===== src/rtl/i2c_slave_ctrl.sv =====
// i2c_slave_ctrl: I2C target (slave) controller with byte-stream interfaces.
//
// Ports:
//   clock      - sole clock, all logic on rising edge
//   rst        - synchronous active-high reset
//   scl_in     - raw SCL pin level (asynchronous)
//   sda_in     - raw SDA pin level (asynchronous)
//   sda_oe     - 1 pulls SDA low, 0 releases it
//   rx_data    - last byte written by the master
//   rx_vld     - one-cycle pulse when rx_data updates
//   rx_ready   - sink can take a byte; sampled while rx_vld is high
//   tx_data    - next byte to return to the master
//   tx_vld     - tx_data is available
//   tx_ready   - one-cycle pulse when tx_data is consumed
//   busy       - high while this target is addressed (ACK/RX/TX states)
//   err_flags  - [0] rx overflow, [1] tx underrun, [2] master NACK (pulses)
module i2c_slave_ctrl #(
    parameter int              ALEN       = 7,
    parameter logic [ALEN-1:0] SLAVE_ADDR = 7'h50
) (
    input  logic       clock,
    input  logic       rst,
    input  logic       scl_in,
    input  logic       sda_in,
    output logic       sda_oe,
    output logic [7:0] rx_data,
    output logic       rx_vld,
    input  logic       rx_ready,
    input  logic [7:0] tx_data,
    input  logic       tx_vld,
    output logic       tx_ready,
    output logic       busy,
    output logic [2:0] err_flags
);

    typedef enum logic [2:0] {
        SIDLE, GET_ADDR, ADDR_ACK, RX_BYTE, RX_ACK, TX_BYTE, TX_ACK, WAIT_STOP
    } state_t;

    logic       scl_s1_q, scl_s2_q, scl_h_q;
    logic       sda_s1_q, sda_s2_q, sda_h_q;
    logic       rise_q, fall_q, start_q, stop_q, sda_bit_q;

    state_t     state_q;
    logic [2:0] cnt_q;
    logic [7:0] shift_q;
    logic       rw_q, rdy_q, done_q;
    logic       sda_oe_q, rx_vld_q, tx_ready_q;
    logic [7:0] rx_data_q;
    logic [2:0] err_q;

    logic [7:0] byte_in;
    logic [7:0] tx_load;

    assign byte_in = {shift_q[6:0], sda_bit_q};
    // An empty transmit source is answered with all ones (SDA released).
    assign tx_load = tx_vld ? tx_data : 8'hFF;

    assign sda_oe    = sda_oe_q;
    assign rx_data   = rx_data_q;
    assign rx_vld    = rx_vld_q;
    assign tx_ready  = tx_ready_q;
    assign err_flags = err_q;
    assign busy      = (state_q == ADDR_ACK) || (state_q == RX_BYTE) ||
                       (state_q == RX_ACK)   || (state_q == TX_BYTE) ||
                       (state_q == TX_ACK);

    // Synchronisers reset to 1 so an idle-high bus never looks like a START
    // when reset is released. Bus events are registered, giving a fixed
    // 4-clock pin-to-sda_oe latency.
    always_ff @(posedge clock) begin
        if (rst) begin
            scl_s1_q  <= 1'b1;
            scl_s2_q  <= 1'b1;
            scl_h_q   <= 1'b1;
            sda_s1_q  <= 1'b1;
            sda_s2_q  <= 1'b1;
            sda_h_q   <= 1'b1;
            rise_q    <= 1'b0;
            fall_q    <= 1'b0;
            start_q   <= 1'b0;
            stop_q    <= 1'b0;
            sda_bit_q <= 1'b1;
        end else begin
            scl_s1_q  <= scl_in;
            scl_s2_q  <= scl_s1_q;
            scl_h_q   <= scl_s2_q;
            sda_s1_q  <= sda_in;
            sda_s2_q  <= sda_s1_q;
            sda_h_q   <= sda_s2_q;
            rise_q    <= scl_s2_q & ~scl_h_q;
            fall_q    <= ~scl_s2_q & scl_h_q;
            start_q   <= scl_s2_q & scl_h_q & sda_h_q & ~sda_s2_q;
            stop_q    <= scl_s2_q & scl_h_q & ~sda_h_q & sda_s2_q;
            sda_bit_q <= sda_s2_q;
        end
    end

    // In the ACK states sda_oe_q doubles as the phase bit: the first SCL fall
    // asserts the ACK, the second one ends it.
    always_ff @(posedge clock) begin
        if (rst) begin
            state_q    <= SIDLE;
            cnt_q      <= 3'd0;
            shift_q    <= 8'h00;
            rw_q       <= 1'b0;
            rdy_q      <= 1'b0;
            done_q     <= 1'b0;
            sda_oe_q   <= 1'b0;
            rx_data_q  <= 8'h00;
            rx_vld_q   <= 1'b0;
            tx_ready_q <= 1'b0;
            err_q      <= 3'b000;
        end else begin
            rx_vld_q   <= 1'b0;
            tx_ready_q <= 1'b0;
            err_q      <= 3'b000;
            if (rx_vld_q) rdy_q <= rx_ready;

            if (start_q) begin
                state_q  <= GET_ADDR;
                cnt_q    <= 3'd0;
                done_q   <= 1'b0;
                sda_oe_q <= 1'b0;
            end else if (stop_q) begin
                state_q  <= SIDLE;
                cnt_q    <= 3'd0;
                done_q   <= 1'b0;
                sda_oe_q <= 1'b0;
            end else begin
                case (state_q)
                    SIDLE: ;
                    GET_ADDR: if (rise_q) begin
                        shift_q <= byte_in;
                        cnt_q   <= cnt_q + 3'd1;
                        if (cnt_q == 3'd7) begin
                            if (byte_in[7:1] == SLAVE_ADDR) begin
                                rw_q    <= byte_in[0];
                                state_q <= ADDR_ACK;
                            end else begin
                                sda_oe_q <= 1'b0;
                                state_q  <= WAIT_STOP;
                            end
                        end
                    end
                    ADDR_ACK: if (fall_q) begin
                        if (!sda_oe_q) begin
                            sda_oe_q <= 1'b1;
                        end else if (rw_q) begin
                            sda_oe_q   <= ~tx_load[7];
                            shift_q    <= {tx_load[6:0], 1'b0};
                            tx_ready_q <= tx_vld;
                            err_q[1]   <= ~tx_vld;
                            cnt_q      <= 3'd0;
                            done_q     <= 1'b0;
                            state_q    <= TX_BYTE;
                        end else begin
                            sda_oe_q <= 1'b0;
                            cnt_q    <= 3'd0;
                            state_q  <= RX_BYTE;
                        end
                    end
                    RX_BYTE: if (rise_q) begin
                        shift_q <= byte_in;
                        cnt_q   <= cnt_q + 3'd1;
                        if (cnt_q == 3'd7) begin
                            rx_data_q <= byte_in;
                            rx_vld_q  <= 1'b1;
                            state_q   <= RX_ACK;
                        end
                    end
                    RX_ACK: if (fall_q) begin
                        if (sda_oe_q) begin
                            sda_oe_q <= 1'b0;
                            cnt_q    <= 3'd0;
                            state_q  <= RX_BYTE;
                        end else if (rdy_q) begin
                            sda_oe_q <= 1'b1;
                        end else begin
                            err_q[0] <= 1'b1;
                            state_q  <= WAIT_STOP;
                        end
                    end
                    TX_BYTE: begin
                        if (rise_q) begin
                            cnt_q <= cnt_q + 3'd1;
                            if (cnt_q == 3'd7) done_q <= 1'b1;
                        end else if (fall_q) begin
                            if (done_q) begin
                                sda_oe_q <= 1'b0;
                                done_q   <= 1'b0;
                                state_q  <= TX_ACK;
                            end else begin
                                sda_oe_q <= ~shift_q[7];
                                shift_q  <= {shift_q[6:0], 1'b0};
                            end
                        end
                    end
                    TX_ACK: begin
                        if (rise_q && sda_bit_q) begin
                            err_q[2] <= 1'b1;
                            state_q  <= WAIT_STOP;
                        end else if (fall_q) begin
                            sda_oe_q   <= ~tx_load[7];
                            shift_q    <= {tx_load[6:0], 1'b0};
                            tx_ready_q <= tx_vld;
                            err_q[1]   <= ~tx_vld;
                            cnt_q      <= 3'd0;
                            state_q    <= TX_BYTE;
                        end
                    end
                    WAIT_STOP: sda_oe_q <= 1'b0;
                endcase
            end
        end
    end

endmodule

===== config.mk =====
export PLATFORM = sky130hd
export DESIGN_NAME = i2c_slave_ctrl
export DESIGN_NICKNAME = d
export VERILOG_FILES = /design/src/rtl/i2c_slave_ctrl.sv
export SDC_FILE = /design/constraint.sdc
export NUM_CORES = 1
export LEC_CHECK = 0
export CAP_MARGIN = 15
export CORE_MARGIN = 2
export CORE_UTILIZATION = 50
export CTS_CLUSTER_SIZE = 40
export DETAILED_ROUTE_END_ITERATION = 6
export PLACE_DENSITY = 0.83
export SETUP_SLACK_MARGIN = 0.2
export SYNTH_ARGS = -nofsm -noshare
export SYNTH_HDL_FRONTEND = slang
export SYNTH_SLANG_ARGS = --single-unit

===== constraint.sdc =====
create_clock -name clock -period 2.04 [get_ports clock]
set_input_delay 0.306 -clock clock [delete_from_list [all_inputs] [get_ports clock]]
set_output_delay 0.306 -clock clock [all_outputs]
set_load 0.02 [all_outputs]

### After elaboration in Yosys (flattened, before gate mapping)

Index checks and enable logic that the tools add are counted.

| storage, ports and cells | value |
|---|---|
| register bits | 41 |
| input port bits | 14 |
| output and inout bits | 15 |
| word-level logic and storage cells | 189 |

| cells by class | value |
|---|---|
| $add $sub $neg | 1 |
| equality and inequality tests | 44 |
| muxes and demuxes | 73 |
| bitwise logic cells | 21 |
| reduce and logical (&&, ||, !) cells | 26 |

Operators by type and width:

| kind | count |
|---|---|
| 8-bit 2-to-1 mux | 10 |
| 3-bit 2-to-1 mux | 21 |
| 4-bit != test (second input constant) | 9 |
| 1-bit 2-to-1 mux | 35 |
| 8-bit one-hot mux with 4 select lines | 1 |
| 2-bit != test (second input constant) | 14 |
| 13-bit AND reduction | 2 |
| 3-bit one-hot mux with 6 select lines | 1 |
| 6-bit AND reduction | 3 |
| 3-bit equality test (second input constant) | 5 |
| 1-bit inverter | 14 |
| 12-bit AND reduction | 1 |
| 6-bit nonzero test | 2 |
| 2-bit by 1-bit != test with 1-bit output (second input constant) | 5 |
| 10-bit AND reduction | 1 |
| 3-bit one-hot mux with 3 select lines | 1 |
| 8-bit nonzero test | 1 |
| 1-bit AND | 7 |
| 7-bit equality test (second input constant) | 1 |
| 3-bit by 2-bit equality test with 1-bit output (second input constant) | 2 |
| 3-bit by 2-bit != test with 1-bit output (second input constant) | 2 |
| 3-bit != test (second input constant) | 2 |
| 1-bit one-hot mux with 2 select lines | 3 |
| 1-bit one-hot mux with 6 select lines | 1 |
| 16 further kinds | 21 |

### Longest topological paths before layout

| logic depth | value |
|---|---|
| depth after elaboration | 7 |
| depth in mapped cells | 8 |
| gate-level depth less buffers | 7 |

### Worst setup path after synthesis

OpenSTA, ideal clock, no wires.

| timing path | value |
|---|---|
| kind | flip-flop to flip-flop |
| start | reg state_q[2] |
| end | reg state_q[1] |
| library setup time | 0.122 ns |
| data arrival time | 1.453 ns |
| required time | 1.918 ns |
| slack | 0.465 ns |
| stages on the path, launching flop included | 9 |
| path buffers | 2 |
| period minus slack after synthesis | 1.575 ns |
| cells stage by stage | dfxtp_1 -> buf_4 -> buf_6 -> inv_1 -> ha_1 -> nand3_1 -> nand4_2 -> o31ai_2 -> a21oi_1 |

| on the way | value |
|---|---|
| cells in the longest elaborated chain, start to end | 3 |
| elaborated cells between the ends (all ways) | 21 |
| classes of those cells | 18 x eq/ne; 1 x mux; 2 x reduce/logical |

Ends and longest elaborated chain:

| item | RTL line | RTL |
|---|---|---|
| start: declaration | 44 | `state_t state_q;` |
| start signal: assignment | 103 | `state_q <= SIDLE;` |
| start signal: assignment | 121 | `state_q <= GET_ADDR;` |
| start signal: assignment | 126 | `state_q <= SIDLE;` |
| 3-bit by 2-bit equality test with 1-bit output, or another cell as far along | 131 | `case (state_q)` |
| 6-bit nonzero test (no source line), or another cell as far along | - |  |
| 13-bit AND reduction (no source line) | - |  |

Parallel ways exist; a longest one is shown, timed or not.
A chain may end at the register's enable or synchronous reset.

### Worst setup path in the final report

| timing path | value |
|---|---|
| start | reg state_q[2] |
| end | out busy |

| on the way | value |
|---|---|
| cells in the longest elaborated chain, start to end | 5 |
| elaborated cells between the ends (all ways) | 9 |
| classes of those cells | 5 x eq/ne; 4 x reduce/logical |

Ends and longest elaborated chain:

| item | RTL line | RTL |
|---|---|---|
| 3-bit by 2-bit equality test with 1-bit output | 64 | `assign busy = (state_q == ADDR_ACK) \|\| (state_q == RX_BYTE) \|\|` |
| 1-bit logical OR (2 in series) | 64 |  |
| 1-bit logical OR | 65 | `(state_q == RX_ACK) \|\| (state_q == TX_BYTE) \|\|` |
| 1-bit logical OR (*) | 65 |  |
| end: declaration | 32 | `output logic busy,` |

Every way passes the cells marked *; elsewhere a longest branch is shown, timed or not.

==> out/metrics.yaml <==
status: "finished, final reports clean"
dpl_cell_area_um2: 2500
drcViolationCount: 0
drt_pass1_iterations: 4
clkLatencyLatePin_ns: 0.30
synth_flop_cell: "dfxtp_1"
synth.distinct_cells: 59
die_y_um: 69.7
post-route-util_pct: 65.1
nNetsFinal: 300
min_path_type: "flop to flop"
r2r_cells: 7
area_growth_syn_to_layout_pct: 23.3
hpwl_um: 3520
crit_arrival_ns: 1.47
routed-wl-met3_um: 357
cp-start-kind: "flop"
cts_max_level: 2
synth_top_area_cell: "dfxtp_1"
r2r-end: "shift_q[1]"
end_kind: "output port"
cp-startpoint: "state_q[2]"
ioPinCount: 29
yosysTopAreaCellShare_pct: 38.0
place.gp.congestion: 0.938
highest_layer: "met4"
first_global_vias: 1746
stdcell_count: 334
cts_inserted_buffers: 5
postCtsSetupBuffers: 0
dr.first_iter.drc_count: 150
dp_slack_ns: 0.178
vias_per_cell: 5.70
grt.total_usage_pct: 21.0
dp_cells: 326
fillers: 341
vias: 1905
core_um2: 4090
die_area_um2: 4860
slew-limit-headroom_pct: 64.5
multi_input_area_um2: 1230
wl_um: 4950
crit_end: "busy"
async_reset_ff_share_pct: 0
worst-setup-path-type: "flop to output port"
skew_ns: 0.00880
leakage_uw: 0.00100
min_period_ns: 1.77
overflow: 0
synth.avg_cell_area_um2: 8.63
hold_buffers: 0
max_stage_delay_ns: 0.39
row_count: 23
grt_setup_unrepaired: "true"
cts_tree: "built"
seq_area_um2: 830
finalHoldViolations: 0
cts-root-buf: "clkbuf_8"
cts.path.max_buffers: 2
cts_sinks: 41
maxCapViolations: 0
grt_max_degree: 18
vdd_drop_max_mv: 0.537
wl_met2_um: 2250
die_x_um: 69.7
tns_ns: 0
max_freq_mhz: 564
netlist_area_um2: 2160
wl_per_cell_um: 14.8
worstPathMaxFanout: 7
final_max_slew_viol_count: 0
m1WireLength_um: 2220
clk_pin_slew_ns: 0.09
port_buffers: 28
antenna_found_initial: 0
ys_ff_latch: 41
synth_cells: 250
netlist_top_cells_area: "dfxtp_1 (38%), mux2i_1 (8.8%), nor2_1 (6.4%)"
finalWorstSetupSlack_ns: 0.267
cp_slowest_cell: "dfxtp_2"
synthesis.nets: 267
synth-seq-area-share_pct: 38.0
n_antenna_cell: 0
ant_nets: 0
post-route-period-util_pct: 86.9
required_ns: 1.73
layout-drive-gt1-share_pct: 17.6
synth_edf_count: 0
grt_pass1_wl_um: 8310
p_per_area_nw_per_um2: 932
reg2reg_slack_ns: 0.30
worstMarginPinSlew_ns: 0.530
setup_violations: 0
synth_common_cells: "dfxtp_1 (41), nor2_1 (37), nand2_1 (20)"
finalInstanceArea_um2: 2660
yosys_warnings: 0
synth.most_common_cell: "dfxtp_1"
path_cells: "inv_1 -> ha_1 -> nand2_1 -> clkdlybuf4s15_1"
r2r-start: "state_q[2]"
start_util_pct: 52.8
-- logic make-up after synthesis --
| family | synth area share (%) |
|---|---|
| AO/OA/AOI/OAI | 16.3 |
| XOR/XNOR | 0.812 |
| adder cells (fa/ha/maj) | 1.74 |
| buffers and inverters | 6.67 |
| flip-flops | 38.0 |
| multiplexers | 9.33 |
| AND/OR/NAND/NOR | 27.1 |
-- worst min-delay path by stage --
stage | start | to | slack (ns) | depth (start not counted)
finish | sda_s1_q | sda_s2_q | 0.42 | 1
global route | scl_s1_q | scl_s2_q | 0.43 | 1
CTS | sda_s1_q | sda_s2_q | 0.42 | 1
detailed placement | sda_s1_q | sda_s2_q | 0.40 | 1
global placement | scl_s1_q | scl_s2_q | 0.39 | 1
floorplan | tx_vld | err_flags[1] | 0.38 | 1
-- cell usage in the layout (no fill, tap or decap), types with 5 or more instances in the layout --
cell type        Yosys  layout
nor2_1              37      37
dfxtp_1             41      36
clkdlybuf4s50_1      0      27
nand2_1             20      20
mux2i_1             19      19
buf_4                3      15
o21ai_0             14      14
a21oi_1             11      11
nor2b_1              8       8
or2_2                6       6
nand3_1              5       5
clkbuf_8             0       5
-- repair_timing --
action / 4_1_cts / 5_1_grt
pin swaps: 0 / 0
setup endpoints to repair: 10 / 20
resized for setup: 4 / 11
cloned: 0 / 0
-- layout make-up --
class                      instances  share of cell area, %
inverter                           6                  0.846
clock inverter                     3                   1.74
clock buffer                       5                   2.59
timing repair buffer              44                   15.2
tap                               50                   2.35
sequential                        41                   31.2
multi-input combinational        185                   46.1
-- worst max-delay path, delay by kind of cell, from the launching register on --
family                   cells  cell delay, ns
adder cells (fa/ha/maj)      1            0.31
AND/OR/NAND/NOR              1            0.07
buffers and inverters        2            0.40
flip-flops                   1            0.39
-- sequential cells by signal, summed over array words and instances (netlist names), 3 cells and up --
register / cells
rx_data: 8
state_q: 3
cnt_q: 3
shift_q: 8
err_flags: 3
-- per-layer routing --
metal,up-vias,global-route usage [%]
li1,948,-
met1,865,27.9
met2,80,33.2
met3,12,4.36
met4,0,8.55
met5,-,0
-- power breakdown --
part           switching, µW  internal, µW  total, µW
Combinational            432           368        800
Sequential               119           893       1010
Clock                    303           366        669
-- per-stage QoR --
step	total power, µW	hold WS [ns]
2_1_floorplan	1610	0.378
3_3_place_gp	1790	0.391
3_5_place_dp	1800	0.400
4_1_cts	2470	0.420
5_1_grt	2620	0.432
6_report	2480	0.415
Power figures use the tool's default switching activity.
